### src/rtl/param_updown_counter.sv
// Purpose: parametrised up/down counter with programmable limit, wrap/saturate, load clamp, tc pulse, sticky ovf.
// Latency: q/tc/ovf update on the command edge; at_max/at_zero follow q combinationally.
// Backpressure: none; every enabled edge is accepted, clr > load > en.
module param_updown_counter #(
  parameter int unsigned      WIDTH       = 8,
  parameter logic [WIDTH-1:0] RESET_VALUE = '0
) (
  input  logic             clk,
  input  logic             rst_n,
  input  logic             clr,
  input  logic             en,
  input  logic             load,
  input  logic [WIDTH-1:0] data_in,
  input  logic             up_dn,
  input  logic             sat_mode,
  input  logic [WIDTH-1:0] limit,
  output logic [WIDTH-1:0] q,
  output logic             at_max,
  output logic             at_zero,
  output logic             tc,
  output logic             ovf
);

  logic             up_bound;
  logic             dn_bound;
  logic [WIDTH-1:0] load_val;

  // Boundary detection; up uses >= so a runtime-lowered limit still traps q.
  always_comb begin
    up_bound = (q >= limit);
    dn_bound = (q == '0);
    load_val = (data_in > limit) ? limit : data_in;
  end

  assign at_max  = (q == limit);
  assign at_zero = (q == '0);

  // Counter state: exclusive clr > load > en priority, tc flags a boundary hit.
  always_ff @(posedge clk or negedge rst_n) begin
    if (!rst_n) begin
      q   <= RESET_VALUE;
      tc  <= 1'b0;
      ovf <= 1'b0;
    end else if (clr) begin
      q   <= '0;
      tc  <= 1'b0;
      ovf <= 1'b0;
    end else if (load) begin
      q  <= load_val;
      tc <= 1'b0;
    end else if (en) begin
      if (up_dn) begin
        if (up_bound) begin
          tc <= 1'b1;
          if (!sat_mode) begin
            q   <= '0;
            ovf <= 1'b1;
          end
        end else begin
          q  <= q + 1'b1;
          tc <= 1'b0;
        end
      end else begin
        if (dn_bound) begin
          tc <= 1'b1;
          if (!sat_mode) begin
            q   <= limit;
            ovf <= 1'b1;
          end
        end else begin
          q  <= q - 1'b1;
          tc <= 1'b0;
        end
      end
    end else begin
      tc <= 1'b0;
    end
  end

endmodule
### config.mk
export PLATFORM = sky130hd
export DESIGN_NAME = param_updown_counter
export DESIGN_NICKNAME = d
export VERILOG_FILES = /design/src/rtl/param_updown_counter.sv
export SDC_FILE = /design/constraint.sdc
export NUM_CORES = 1
export LEC_CHECK = 0
export BUFFER_PORTS_ARGS = -buffer_cell sky130_fd_sc_hd__buf_2
export CORE_ASPECT_RATIO = 0.6
export CORE_MARGIN = 5
export CORE_UTILIZATION = 54
export DETAILED_ROUTE_END_ITERATION = 10
export GPL_TIMING_DRIVEN = 0
export HOLD_SLACK_MARGIN = 0.03
export PLACE_DENSITY = 0.79
export RECOVER_POWER = 100
export SYNTH_ARGS = -nofsm -noshare
export SYNTH_HDL_FRONTEND = slang
export SYNTH_SLANG_ARGS = --single-unit
### constraint.sdc
create_clock -name clk -period 3.1 [get_ports clk]
set_input_delay 0.62 -clock clk [delete_from_list [all_inputs] [get_ports clk]]
set_output_delay 0.62 -clock clk [all_outputs]
set_load 0.02 [all_outputs]
-- After elaboration in Yosys (flattened, before gate mapping)
Cells that the tools add are included.
- register bits after elaboration: 10
- latch bits: 0
- memory bits (writable): 0
- memory bits (read-only): 0
- bits of input ports: 23
- memories kept: 0
- add/subtract/negate cells: 2
- multipliers: 0
- divide/modulo/power cells: 0
- $lt $le $gt $ge: 2
- equal/unequal tests: 5
- shift-type cells: 0
- muxes and demuxes: 22
- bitwise logic cells: 0
- reductions and logical operators: 6
- operators with widths (cell ; count):
    8-bit two-way mux ; 9
    1-bit two-way mux ; 13
    5-bit inequality test (second input constant) ; 2
    8-bit by 1-bit adder with 8-bit output (second input constant) ; 1
    8-bit equality test ; 1
    8-bit >= comparator ; 1
    8-bit > comparator ; 1
    8-bit zero test ; 1
    8-bit by 1-bit subtractor with 8-bit output (second input constant) ; 1
    3-bit nonzero test ; 2
    4-bit AND reduction ; 1
    3-bit by 2-bit inequality test with 1-bit output (second input constant) ; 1
    3-bit AND reduction ; 1
    2-bit inequality test (second input constant) ; 1
    2-bit nonzero test ; 1

-- Logic depth before layout (Yosys ltp)
- depth after elaboration: 6
- depth in mapped cells: 10
- mapped depth without buffers: 9

-- Worst setup path after synthesis
Ideal clock, no wire load.
- path kind: register -> register
- from: reg q[0]
- to: reg q[7]
- setup time: 0.141 ns
- arrival time: 2.392 ns
- slack: 0.567 ns
- stages on the path, launching flop included: 10
- clock period less this slack: 2.533 ns
- cells stage by stage: dfrtp_1 clkbuf_1 inv_1 ha_1 nand2b_1 a2111oi_0 o31ai_1 or2_1 o31ai_1 o221ai_1
- cells in the longest elaborated chain, start to end: 6
- elaborated cells on any way between the ends: 13
- those cells by class: add/sub: 2; order compare: 1; eq/ne: 2; mux: 6; reduce/logical: 2
- ends and longest elaborated chain (item ; RTL line ; RTL):
    from (decl) ; 17 ; output logic [WIDTH-1:0] q,
    from (signal assigned) ; 49 ; q <= load_val;
    from (signal assigned) ; 60 ; q <= q + 1'b1;
    from (signal assigned) ; 67 ; q <= limit;
    8-bit by 1-bit subtractor with 8-bit output (tied with other cells) ; 71 ; q <= q - 1'b1;
    8-bit two-way mux, on equally long branches ; 64, 53 ;
    8-bit two-way mux ; 52 ; if (up_dn) begin
    8-bit two-way mux ; 51 ; end else if (en) begin
    8-bit two-way mux ; 48 ; end else if (load) begin
    8-bit two-way mux ; 44 ; end else if (clr) begin
Several ways; a longest one is shown, not always the timed one. The select of a mux whose other input is x is not followed.
A chain may end at the register's enable or synchronous reset.

-- Worst setup path after layout
- from: reg q[0]
- to: out at_zero
- cells in the longest elaborated chain, start to end: 1
- ends and longest elaborated chain (item ; RTL line ; RTL):
    8-bit zero test ; 36 ; assign at_zero = (q == '0);
    to (decl) ; 19 ; output logic at_zero,
Every way passes these cells.

==> metrics.md <==
| Metric | Value |
|---|---|
| RSZ-0062 raised after global routing | no |
| Share of cells above drive strength 1 | 15.8% |
| Net Switching | 0.314 mW |
| Flop pwr share | 24.1% |
| Routed wire length | 5030 um |
| CTS sink count | 10 |
| I/O Buffers | 33 |
| CTS Root Cell | clkbuf_8 |
| GP Congestion | 1.02 |
| Slew @ Worst Pin | 639 ps |
| Final setup violation count | 0 |
| Gr usage total | 26.1% |
| Worst clock skew | 4.97 ps |
| Inserted Diodes | 0 |
| Detail Route Antenna Nets | 0 |
| Top-count cell post-synth | ha_1 |
| Clock share of power | 24.8% |
| Drt wl/cell | 18.9 um |
| Synth Instances | 197 |
| YS warnings | 0 |
| IO Pins | 35 |
| Clock Path Buffers | 2 |
| Cells on worst reg2reg path | 9 |
| Largest area contributor in the netlist | dfrtp_1 |
| Crit path kind | flop to output pin |
| Die Ht | 50.9 um |
| Async S/R FF share, synth | 100% |
| Crit path cell chain | clkbuf_1 > inv_1 > ha_1 > nor3b_2 > nand2_1 > inv_2 > clkbuf_2 |
| Worst setup SP type | flop |
| Hold WC Path Type | primary input to async pin |
| Levels on crit path | 7 |
| Synth top area cells | dfrtp_1, ha_1, mux2i_1, inv_1, nand2_1 |
| CTS tree | done |
| Top-area cell type share of the netlist area | 16.6% |
| Synthesized flop and latch total | 10 |
| Initial antenna violation count | 0 |
| DR DRC count | 0 |
| Crit path max-delay cell type | dfrtp_1 |
| Logic pwr share | 51.1% |
| Power per cell area | 401 mW/mm^2 |
| Clock slew at reported path FFs | 60 ps |
| First-pass DRT Iterations | 5 |
| Slowest stage delay, CP | 400 ps |
| Reg2Reg Setup Slack | 230 ps |
| Core box area | 0.00259 mm^2 |
| Layout overhead on the synthesized area | 16.4% |
| Post-synthesis cell area | 0.00151 mm^2 |
| Final period utilization | 95.0% |
| Status | finished clean |
| Max-slew violations | 0 |
| F_max | 0.340 GHz |
| Max-slew headroom | 57.4% |
| CTS buffer count | 3 |
| WP data required | 2480 ps |
| Sequential area share after synthesis | 16.6% |
| CP Buf/Inv Count | 4 |
| CP Max Fanout | 9 |
| Worst Setup EP | at_zero |
| Worst skew pair latency | 250 ps |
| Final worst path period need | 2940 ps |
| Sw frac | 44.6% |
| VDD IR-drop max | 0.312 mV |
| Net Count, Synth | 239 |
| Reg2reg end | q[7] |
| CP startpoint | q[0] |
| Post-synth EDFFs | 0 |
| First-pass GRT wire length | 8130 um |
| Netlist cell types | 47 |
| P_leak | 0.790 nW |
| CTS Hold Bufs | 0 |
| WP data arrival | 2320 ps |
| Max-cap violations | 0 |
| RR Startpoint | q[0] |
| Top delay family on crit path | buffers and inverters |
| Ys flop type | dfrtp_1 |
| Initial Util | 58.2% |
| Fin nets | 277 |
| Cell internal pwr | 0.391 mW |
| Vias/cell | 6.49 |
| CTS H-tree lvls | 1 |
| Die X | 78.2 um |
| Worst setup margin | 155 ps |
| Largest net degree at the start of global routing | 12 |
| Total die area | 0.00399 mm^2 |
| Global route total overflow | 0 |
| Crit. End Element | output pin |
| Row count | 14 |
| DR vias | 1,727 |
| Pre-CTS WS | 190 ps |
| Vias in the first global route | 1,669 |
| TNS Setup | 0 ps |
| Initial DRC count | 208 |
| Top cells by count, synth | ha_1, inv_1, nand2_1 |
| Mean Syn Cell Area | 7.66 um^2 |
| Final Hold Fails | 0 |
| Post-DP HPWL | 4060 um |
worst reg2reg max path, delay by kind of cell, from the launching register on:
kind	cells	cell delay, ps
AND/OR/NAND/NOR	2	460
buffers and inverters	2	490
AO/OA/AOI/OAI	4	1060
adder cells (fa/ha/maj)	1	330
flip-flops	1	370
layout by cell type (no fill, tap or decap), types with 2 or more instances in the layout:
cell	count
buf_2	22
ha_1	19
nand2_1	18
inv_1	18
clkbuf_1	16
nor2_1	13
a21oi_1	11
mux2i_1	11
dfrtp_1	10
o21ai_0	8
o211ai_1	8
nand4_1	7
nand3_1	7
a211oi_1	5
o21ai_1	4
nor3_1	4
clkbuf_8	4
nand2b_1	3
o31ai_1	3
or3_1	3
nor4_1	3
a2111oi_0	2
nor3b_1	2
nor2b_1	2
clkbuf_2	2
or2_2	2
o2111ai_1	2
o21bai_1	2
o22ai_1	2
o221ai_1	2
state kept, by name, summed over array words and instances, names as in the netlist:
register	count
q	8
tc	1
ovf	1
logic make-up (layout without fill, tap and decap cells):
kind of cell             after synthesis  in the layout  share of synthesized area [%]
AO/OA/AOI/OAI                         58             58                           28.0
AND/OR/NAND/NOR                       71             71                           24.6
buffers and inverters                 26             63                           6.55
multiplexers                          11             11                           7.30
flip-flops                            10             10                           16.6
XOR/XNOR                               2              2                           1.16
adder cells (fa/ha/maj)               19             19                           15.8
power by group through the flow:
stage,clock network [mW],logic [mW],registers (mW)
3_5_place_dp,0,0.352,0.171
3_3_place_gp,0,0.345,0.170
4_1_cts,0.176,0.355,0.169
6_report,0.175,0.360,0.170
5_1_grt,0.185,0.396,0.172
2_1_floorplan,0,0.236,0.180
metal layers:
layer / GRT usage, % / up-vias / share of wire [%]
li1: - / 818 / -
met5: 0 / - / 0
met3: 5.61 / 13 / 9.8
met2: 41.8 / 102 / 44
met4: 7.27 / 0 / 2.1
met1: 36.0 / 794 / 44
worst min-delay path by stage:
| stage | to |
|---|---|
| finish | q[5] |
| global route | q[0] |
| CTS | q[5] |
| detailed placement | ovf |
| global placement | ovf |
| floorplan | ovf |
metrics by stage:
stage          hold WS [ps]  util, %  total power [mW]  std cells  instance area, um^2
5_1_grt                 419     67.8             0.753        266                 1760
3_5_place_dp            495     66.1             0.523        262                 1710
3_3_place_gp            495     66.1             0.515        262                 1710
4_1_cts                 241     68.2             0.700        266                 1770
2_1_floorplan           324        -             0.416        197                 1510
6_report                365     67.8             0.705        266                 1760
what timing repair did:
item | in CTS | in global routing
setup buffers | 0 | 0
endpoints found under the setup margin | 0 | 7
resized for setup | 0 | 3
layout make-up:
cell class	instances	area, um^2
plain buffers	7	28.8
multi-input cells	161	1160
inverters	19	71.3
repair buffers	33	151
fillers	230	836
well taps	32	40.0
flip-flops and latches	10	250
clock buffers	4	55.1
No activity file was read; power rests on OpenSTA's default activity.
